`src/rtl/fp_operand_unpacker.sv`:
```
// -----------------------------------------------------------------------------
// fp_operand_unpacker
//
// Front-end stage of the floating-point adder datapath. Accepts a pair of
// packed IEEE-754 operands over a valid/ready handshake and unpacks each one
// into extended form {sign, exp, hidden, mantissa, guard}. The pair is
// classified (zero/normal exponents, Inf/NaN) and can be ordered so that the
// larger magnitude always appears on na. The result is registered behind a
// 2-entry skid buffer, so in_ready never depends combinationally on out_ready.
//
// Ports:
//   clk       in   rising-edge clock
//   rst       in   asynchronous active-high reset
//   in_valid  in   operand pair valid
//   in_ready  out  unpacker can accept (decoded from the state register only)
//   num_a     in   packed operand A, W = 1+EXP_W+MAN_W bits
//   num_b     in   packed operand B, W bits
//   out_valid out  result valid
//   out_ready in   downstream accepts
//   na        out  unpacked larger (or first) operand, X = 2+EXP_W+MAN_W+GRD_W
//   nb        out  unpacked other operand, X bits
//   e_data    out  00 both exp==0, 01 both exp!=0, 10 exactly one exp==0
//   swapped   out  na holds num_b
//   inf_flag  out  an Inf operand is present and the result is not NaN
//   nan_flag  out  a NaN operand, or Inf + Inf with opposite signs
// -----------------------------------------------------------------------------
module fp_operand_unpacker #(
    parameter int EXP_W   = 8,
    parameter int MAN_W   = 23,
    parameter int GRD_W   = 4,
    parameter int SWAP_EN = 1
) (
    input  logic                             clk,
    input  logic                             rst,
    input  logic                             in_valid,
    output logic                             in_ready,
    input  logic [EXP_W+MAN_W:0]             num_a,
    input  logic [EXP_W+MAN_W:0]             num_b,
    output logic                             out_valid,
    input  logic                             out_ready,
    output logic [1+EXP_W+MAN_W+GRD_W:0]     na,
    output logic [1+EXP_W+MAN_W+GRD_W:0]     nb,
    output logic [1:0]                       e_data,
    output logic                             swapped,
    output logic                             inf_flag,
    output logic                             nan_flag
);

    localparam int W = 1 + EXP_W + MAN_W;
    localparam int X = 2 + EXP_W + MAN_W + GRD_W;

    // One buffered result: both unpacked operands plus classification.
    typedef struct packed {
        logic [X-1:0] na;
        logic [X-1:0] nb;
        logic [1:0]   e_data;
        logic         swapped;
        logic         inf_flag;
        logic         nan_flag;
    } entry_t;

    typedef enum logic [1:0] {
        ST_EMPTY = 2'b00,
        ST_ONE   = 2'b01,
        ST_TWO   = 2'b10
    } state_t;

    // ------------------------------------------------------------------
    // Field helpers
    // ------------------------------------------------------------------
    function automatic logic [EXP_W-1:0] exp_of(input logic [W-1:0] num);
        return num[W-2:MAN_W];
    endfunction

    function automatic logic [MAN_W-1:0] man_of(input logic [W-1:0] num);
        return num[MAN_W-1:0];
    endfunction

    // Exponent all-ones marks Inf or NaN.
    function automatic logic is_special(input logic [W-1:0] num);
        return &exp_of(num);
    endfunction

    function automatic logic is_nan(input logic [W-1:0] num);
        return is_special(num) && (man_of(num) != {MAN_W{1'b0}});
    endfunction

    function automatic logic is_inf(input logic [W-1:0] num);
        return is_special(num) && (man_of(num) == {MAN_W{1'b0}});
    endfunction

    // Denormals and zeros keep their raw zero exponent and get hidden = 0.
    function automatic logic [X-1:0] unpack(input logic [W-1:0] num);
        return {num[W-1], exp_of(num), |exp_of(num), man_of(num), {GRD_W{1'b0}}};
    endfunction

    // ------------------------------------------------------------------
    // Signals
    // ------------------------------------------------------------------
    state_t       state_r;
    state_t       state_s;
    entry_t       main_r;
    entry_t       skid_r;
    entry_t       new_entry_s;
    logic         in_xfer_s;
    logic         out_xfer_s;
    logic         load_main_new_s;
    logic         load_main_skid_s;
    logic         load_skid_s;

    logic         a_nan_s;
    logic         b_nan_s;
    logic         a_inf_s;
    logic         b_inf_s;
    logic         a_exp_nz_s;
    logic         b_exp_nz_s;
    logic         b_bigger_s;
    logic         do_swap_s;

    // Ready/valid come straight from the state register: no combinational
    // path from out_ready to in_ready.
    assign in_ready   = (state_r != ST_TWO);
    assign out_valid  = (state_r != ST_EMPTY);
    assign in_xfer_s  = in_valid && in_ready;
    assign out_xfer_s = out_valid && out_ready;

    // Classify the incoming pair and build the entry that would be stored.
    always_comb begin
        new_entry_s = '0;
        a_nan_s     = is_nan(num_a);
        b_nan_s     = is_nan(num_b);
        a_inf_s     = is_inf(num_a);
        b_inf_s     = is_inf(num_b);
        a_exp_nz_s  = |exp_of(num_a);
        b_exp_nz_s  = |exp_of(num_b);
        // Magnitude is the unsigned {exp, man}; ties leave the order alone.
        b_bigger_s  = (num_b[W-2:0] > num_a[W-2:0]);
        do_swap_s   = (SWAP_EN != 0) && b_bigger_s;

        if (do_swap_s) begin
            new_entry_s.na = unpack(num_b);
            new_entry_s.nb = unpack(num_a);
        end else begin
            new_entry_s.na = unpack(num_a);
            new_entry_s.nb = unpack(num_b);
        end
        new_entry_s.swapped = do_swap_s;

        // Inf - Inf (opposite signs) has no defined result, so it is NaN.
        new_entry_s.nan_flag = a_nan_s || b_nan_s ||
                               (a_inf_s && b_inf_s && (num_a[W-1] != num_b[W-1]));
        new_entry_s.inf_flag = (a_inf_s || b_inf_s) && !new_entry_s.nan_flag;

        case ({a_exp_nz_s, b_exp_nz_s})
            2'b00:   new_entry_s.e_data = 2'b00;
            2'b11:   new_entry_s.e_data = 2'b01;
            2'b01:   new_entry_s.e_data = 2'b10;
            2'b10:   new_entry_s.e_data = 2'b10;
            default: new_entry_s.e_data = 2'b00;
        endcase
    end

    // Buffer occupancy register.
    always_ff @(posedge clk or posedge rst) begin
        if (rst) begin
            state_r <= ST_EMPTY;
        end else begin
            state_r <= state_s;
        end
    end

    // Next-state and buffer load controls.
    always_comb begin
        state_s          = state_r;
        load_main_new_s  = 1'b0;
        load_main_skid_s = 1'b0;
        load_skid_s      = 1'b0;
        case (state_r)
            ST_EMPTY: begin
                if (in_xfer_s) begin
                    state_s         = ST_ONE;
                    load_main_new_s = 1'b1;
                end else begin
                    state_s = ST_EMPTY;
                end
            end
            ST_ONE: begin
                if (in_xfer_s && out_xfer_s) begin
                    state_s         = ST_ONE;
                    load_main_new_s = 1'b1;
                end else if (in_xfer_s) begin
                    // Downstream stalled: park the new pair in the skid slot.
                    state_s     = ST_TWO;
                    load_skid_s = 1'b1;
                end else if (out_xfer_s) begin
                    state_s = ST_EMPTY;
                end else begin
                    state_s = ST_ONE;
                end
            end
            ST_TWO: begin
                // in_ready is low here, so only the output side can move.
                if (out_xfer_s) begin
                    state_s          = ST_ONE;
                    load_main_skid_s = 1'b1;
                end else begin
                    state_s = ST_TWO;
                end
            end
            default: begin
                state_s = ST_EMPTY;
            end
        endcase
    end

    // Main (output-facing) register.
    always_ff @(posedge clk or posedge rst) begin
        if (rst) begin
            main_r <= '0;
        end else if (load_main_new_s) begin
            main_r <= new_entry_s;
        end else if (load_main_skid_s) begin
            main_r <= skid_r;
        end else begin
            main_r <= main_r;
        end
    end

    // Skid register, filled only when the main entry is stalled.
    always_ff @(posedge clk or posedge rst) begin
        if (rst) begin
            skid_r <= '0;
        end else if (load_skid_s) begin
            skid_r <= new_entry_s;
        end else begin
            skid_r <= skid_r;
        end
    end

    assign na       = main_r.na;
    assign nb       = main_r.nb;
    assign e_data   = main_r.e_data;
    assign swapped  = main_r.swapped;
    assign inf_flag = main_r.inf_flag;
    assign nan_flag = main_r.nan_flag;

endmodule

```
`config.mk`:
```
export PLATFORM = sky130hd
export DESIGN_NAME = fp_operand_unpacker
export DESIGN_NICKNAME = d
export VERILOG_FILES = /design/src/rtl/fp_operand_unpacker.sv
export SDC_FILE = /design/constraint.sdc
export NUM_CORES = 1
export LEC_CHECK = 0
export BUFFER_PORTS_ARGS = -buffer_cell sky130_fd_sc_hd__buf_4
export CAP_MARGIN = 20
export CORE_MARGIN = 1
export CORE_UTILIZATION = 45
export CTS_CLUSTER_DIAMETER = 120
export DETAILED_ROUTE_END_ITERATION = 16
export PLACE_DENSITY = 0.66
export SETUP_SLACK_MARGIN = 0.02
export SKIP_LAST_GASP = 1
export SYNTH_ARGS = -nofsm -noshare
export SYNTH_HDL_FRONTEND = slang
export SYNTH_SLANG_ARGS = --single-unit
```
`constraint.sdc`:
```
create_clock -name clk -period 7.1 [get_ports clk]
set_input_delay 0.355 -clock clk [delete_from_list [all_inputs] [get_ports clk]]
set_output_delay 0.355 -clock clk [all_outputs]
set_load 0.05 [all_outputs]
```
# After elaboration in Yosys (flattened, before gate mapping)
# Cells that the tools add are included.
[word_totals] reg_bits=160 input_bits=68
[op_classes] n_lt_le_gt_ge=1 n_eq_ne=7 muxes=17 reduce_logical=27
[op_table] cell="two-way mux 79 bit" n=2
[op_table] cell="two-way mux 74 bit" n=1
[op_table] cell="logical NOT 23 bit" n=2
[op_table] cell="nonzero test 23 bit" n=2
[op_table] cell="> comparator 31 bit" n=1
[op_table] cell="AND reduction 8 bit" n=2
[op_table] cell="OR reduction 8 bit" n=2
[op_table] cell="case mux 2 bit (3 select lines)" n=2
[op_table] cell="logical AND 1 bit" n=10
[op_table] cell="two-way mux 1 bit" n=8
[op_table] cell="== test 2 bit (second input constant)" n=3
[op_table] cell="two-way mux 2 bit" n=3
[op_table] cell="== test 2 x 1 -> 1 bit (second input constant)" n=2
[op_table] cell="logical NOT 2 bit" n=2
[op_table] cell="nonzero test 2 bit" n=2
[op_table] cell="logical OR 1 bit" n=3
[op_table] cell="!= test 2 bit (second input constant)" n=1
[op_table] cell="case mux 1 bit (2 select lines)" n=1
[op_table] cell="OR reduction 2 bit" n=1
[op_table] cell="logical NOT 1 bit" n=1
[op_table] cell="!= test 1 bit" n=1

# Longest topological paths before layout
[logic_depth] word_depth=8 depth_mapped=12 mapped_depth_nobuf=9

# Least setup slack after synthesis
# No wires, ideal clock.
[synth_path] path_kind="input port to flip-flop" startpoint="input num_a[30]" endpoint="register skid_r[10] in the netlist's numbering" setup_ns=0.141 arrival_ns=2.417 path_slack_ns=4.542 cell_stages=10 n_path_buf=3 cell_sequence="inv_1 ha_1 nand4_1 or4_1 buf_2 a41o_1 buf_6 buf_6 a221oi_2 a31oi_1"
[synth_via] elab_chain_len=2
[synth_rtl] item="start: declaration" line="37" source="input logic [EXP_W+MAN_W:0] num_a,"
[synth_rtl] item="> comparator 31 bit" line="137" source="b_bigger_s = (num_b[W-2:0] > num_a[W-2:0]);"
[synth_rtl] item="two-way mux 74 bit" line="140" source="if (do_swap_s) begin"
[synth_rtl] item="end signal: assignment" line="234" source="skid_r <= new_entry_s;"
[synth_rtl] item="end signal: assignment" line="236" source="skid_r <= skid_r;"
[synth_rtl] item="end: declaration" line="103" source="entry_t skid_r;"
# Every way passes these cells.
# A chain may end at the register's enable or synchronous reset.

# Worst setup path after layout
[layout_path] startpoint="input num_a[26]" endpoint="register skid_r[41] in the netlist's numbering"
# The elaborated chain is that of the path after synthesis.

==> results.md <==
- CP max FO: 64
- Area growth, synth to finish: 16.5%
- Postcts setup bufs: 0
- Clock root buffer: clkbuf_16
- Number of synthesized flops with an enable pin: 0
- DRC viols: 0
- Synth Area per Inst: 8.04 sq um
- Wire per inst: 20.0 microns
- Main synth FF type: dfrtp_1
- Fin crit period: 3.20 ns
- Crit start category: input port
- Worst path buffer plus inverter count: 3
- CTS tree: built
- Critical path required time: 7.45 ns
- Io pins: 149
- Cell type of the slowest stage on the worst timing path: a41o_4
- Post-route cell area: 11,500 sq um
- Critical path arrival: 3.55 ns
- Worst VDD drop: 238 uV
- Starting Density: 46.5%
- Vias: 9,949
- IO Port Bufs: 140
- Rows: 53
- Async SR Flop Fraction: 100%
- First drt pass iteration count: 5
- Synth cell types: 45
- Clock Skew: 0.0160 ns
- First-pass GRT wire length: 51,200 microns
- Max-cap violations: 0
- CP Class: in -> reg
- Post-synth top area share: 36.4%
- TNS Setup: 0 ns
- CP Capture Type: register
- Unrepaired setup endpoints after global routing: false
- FMAX: 312 MHz
- Final period util: 45.1%
- Pwr/cell area: 413 nW/um^2
- Hold buffers post-CTS: 0
- Status: completed
- Worst skew pair latency: 0.44 ns
- Vias/cell: 6.32
- Final hold vios: 0
- Top post-synthesis cells by area: dfrtp_1 (36%), a21oi_1 (11%), a221oi_2 (9.1%)
- Final setup fails: 0
- P_leak: 4.97 nW
- Die H: 150 microns
- Cell count after synthesis: 1,232
- Vias in the first global route: 9,298
- Most frequent cells after synthesis: nand2_1 (238), a21oi_1 (212), dfrtp_1 (144)
- Initial antenna violation count: 0
- Post-DP Area: 10,900 sq um
- Post-cts repair resize count: 0
- Synth area leader: dfrtp_1
- Yosys warnings: 0
- Total wire length: 31,500 microns
- Post-synth design cell area: 9910 sq um
- Layout cells sized above 1: 20.5%
- Overflow after GRT: 0
- Hold Crit Class: in -> async
- Net count, final: 1,390
- CTS Buf Count: 17
- Yosys reg bits: 144
- Clk buf depth: 2
- Worst-margin pin slew: 1.14 ns
- Placer Congestion: 0.787
- Max_slew headroom: 23.7%
- H-tree level count: 4
- Pin count of the biggest net entering global routing: 81
- Final ANT Viol Nets: 0
- Crit path top cell by count: buf_4
- Sequential cell area fraction in the yosys report: 36.4%
- Ant diodes: 0
- CP Cell Sequence: buf_4, inv_1, ha_1, nand4_1, or4_1, buf_4, nor2_2, a41o_4, a221oi_1, a31oi_1
- Die X: 150 microns
- Worst path top cell family by delay: compound AO/OA/AOI/OAI gates
- Most common cell in the netlist: nand2_1
- Gr usage total: 28.7%
- Die ar.: 22,600 sq um
- Clock sinks: 144
- Slew Viols, Final: 0
- Core ar.: 21,300 sq um
- CP max stage delay: 0.79 ns
- Initial DRC count: 984
- HPWL Detailed: 18,900 microns
- Worst-path clk slew: 0.07 ns
==> layout make-up <==
cell class / instances / area, sq um
Inverter: 35 / 136
Fill cell: 2038 / 9740
Tap cell: 275 / 344
Timing Repair Buffer: 155 / 1180
Sequential cell: 144 / 3600
Clock inverter: 8 / 80.1
Multi-Input combinational cell: 935 / 5700
Clock buffer: 22 / 494
==> routing by layer <==
| layer | track usage [%] | routed length [microns] | up-vias |
|---|---|---|---|
| met5 | 0 | 0 | - |
| met2 | 45.0 | 14800 | 382 |
| li1 | - | - | 4655 |
| met1 | 40.1 | 14000 | 4864 |
| met4 | 8.79 | 586 | 0 |
| met3 | 4.97 | 2130 | 48 |
==> placed cells by master (no fill, tap or decap), drive strengths merged, types with 4 or more instances in the layout <==
cell,n
nand2,238
a21oi,212
buf,155
dfrtp,144
nor2,75
nor3,68
a221oi,65
a32oi,53
o21ai,44
inv,36
ha,34
a211oi,31
a31oi,23
clkbuf,22
nor4,15
and3,14
nand4,10
conb,8
and4,5
o21a,4
==> worst paths after layout <==
kind / start / to / cells after the start / slack, ns
max: num_a[26] / skid_r[41]$_DFFE_PP0P_ / 10 / 3.90
min: rst / skid_r[72]$_DFFE_PP0P_ / 2 / 0.03
max reg2reg: state_r[1]$_DFF_PP0_ / nb[10]$_DFFE_PP0P_ / 9 / 4.11
min reg2reg: skid_r[4]$_DFFE_PP0P_ / skid_r[4]$_DFFE_PP0P_ / 2 / 0.48
max in group asynchronous: rst / na[17]$_DFFE_PP0P_ / 3 / 5.64
min in group clk: out_ready / state_r[1]$_DFF_PP0_ / 2 / 0.14
==> per-stage QoR <==
step	setup slack (ns)	std cells	hold WS (ns)	total power, W	util, %
final	3.90	1574	0.0295	0.00477	54.2
after floorplan	2.88	1239	0.447	0.00319	-
after global placement	3.57	1543	0.458	0.00383	51.4
after global routing	3.71	1574	0.0985	0.00507	54.2
after detailed placement	3.53	1543	0.464	0.00388	51.4
after CTS	3.96	1573	0.0675	0.00478	54.1
==> worst register-to-register path, cell delays in order, from the launching register on <==
cell     delay [ns]
dfrtp_1        0.48
or2_2          0.34
nand2_1        0.09
inv_1          0.05
ha_1           0.18
nand2_1        0.13
a21o_4         0.43
buf_4          0.73
and3_1         0.33
a31oi_1        0.05
==> cells by family after synthesis <==
kind of cell	share of synthesized area, %
xor+xnor	0.0884
buf+inv	7.07
mux	0.227
compound gates	32.7
flops	36.4
other cells	0.0379
fa+ha+maj	4.29
simple gates	19.2
==> state kept, by name, summed over array words and instances, names as in the netlist <==
name	cells
na	33
inf_flag	1
nb	33
nan_flag	1
state_r	2
swapped	1
skid_r	71
e_data	2
==> report_power, final <==
group / internal (W) / leakage (nW) / switching, W
Combinational: 0.000798 / 3.09 / 0.00163
Sequential: 0.00122 / 1.61 / 0.000229
Clock: 0.000525 / 0.276 / 0.000365
Power figures use the tool's default switching activity.
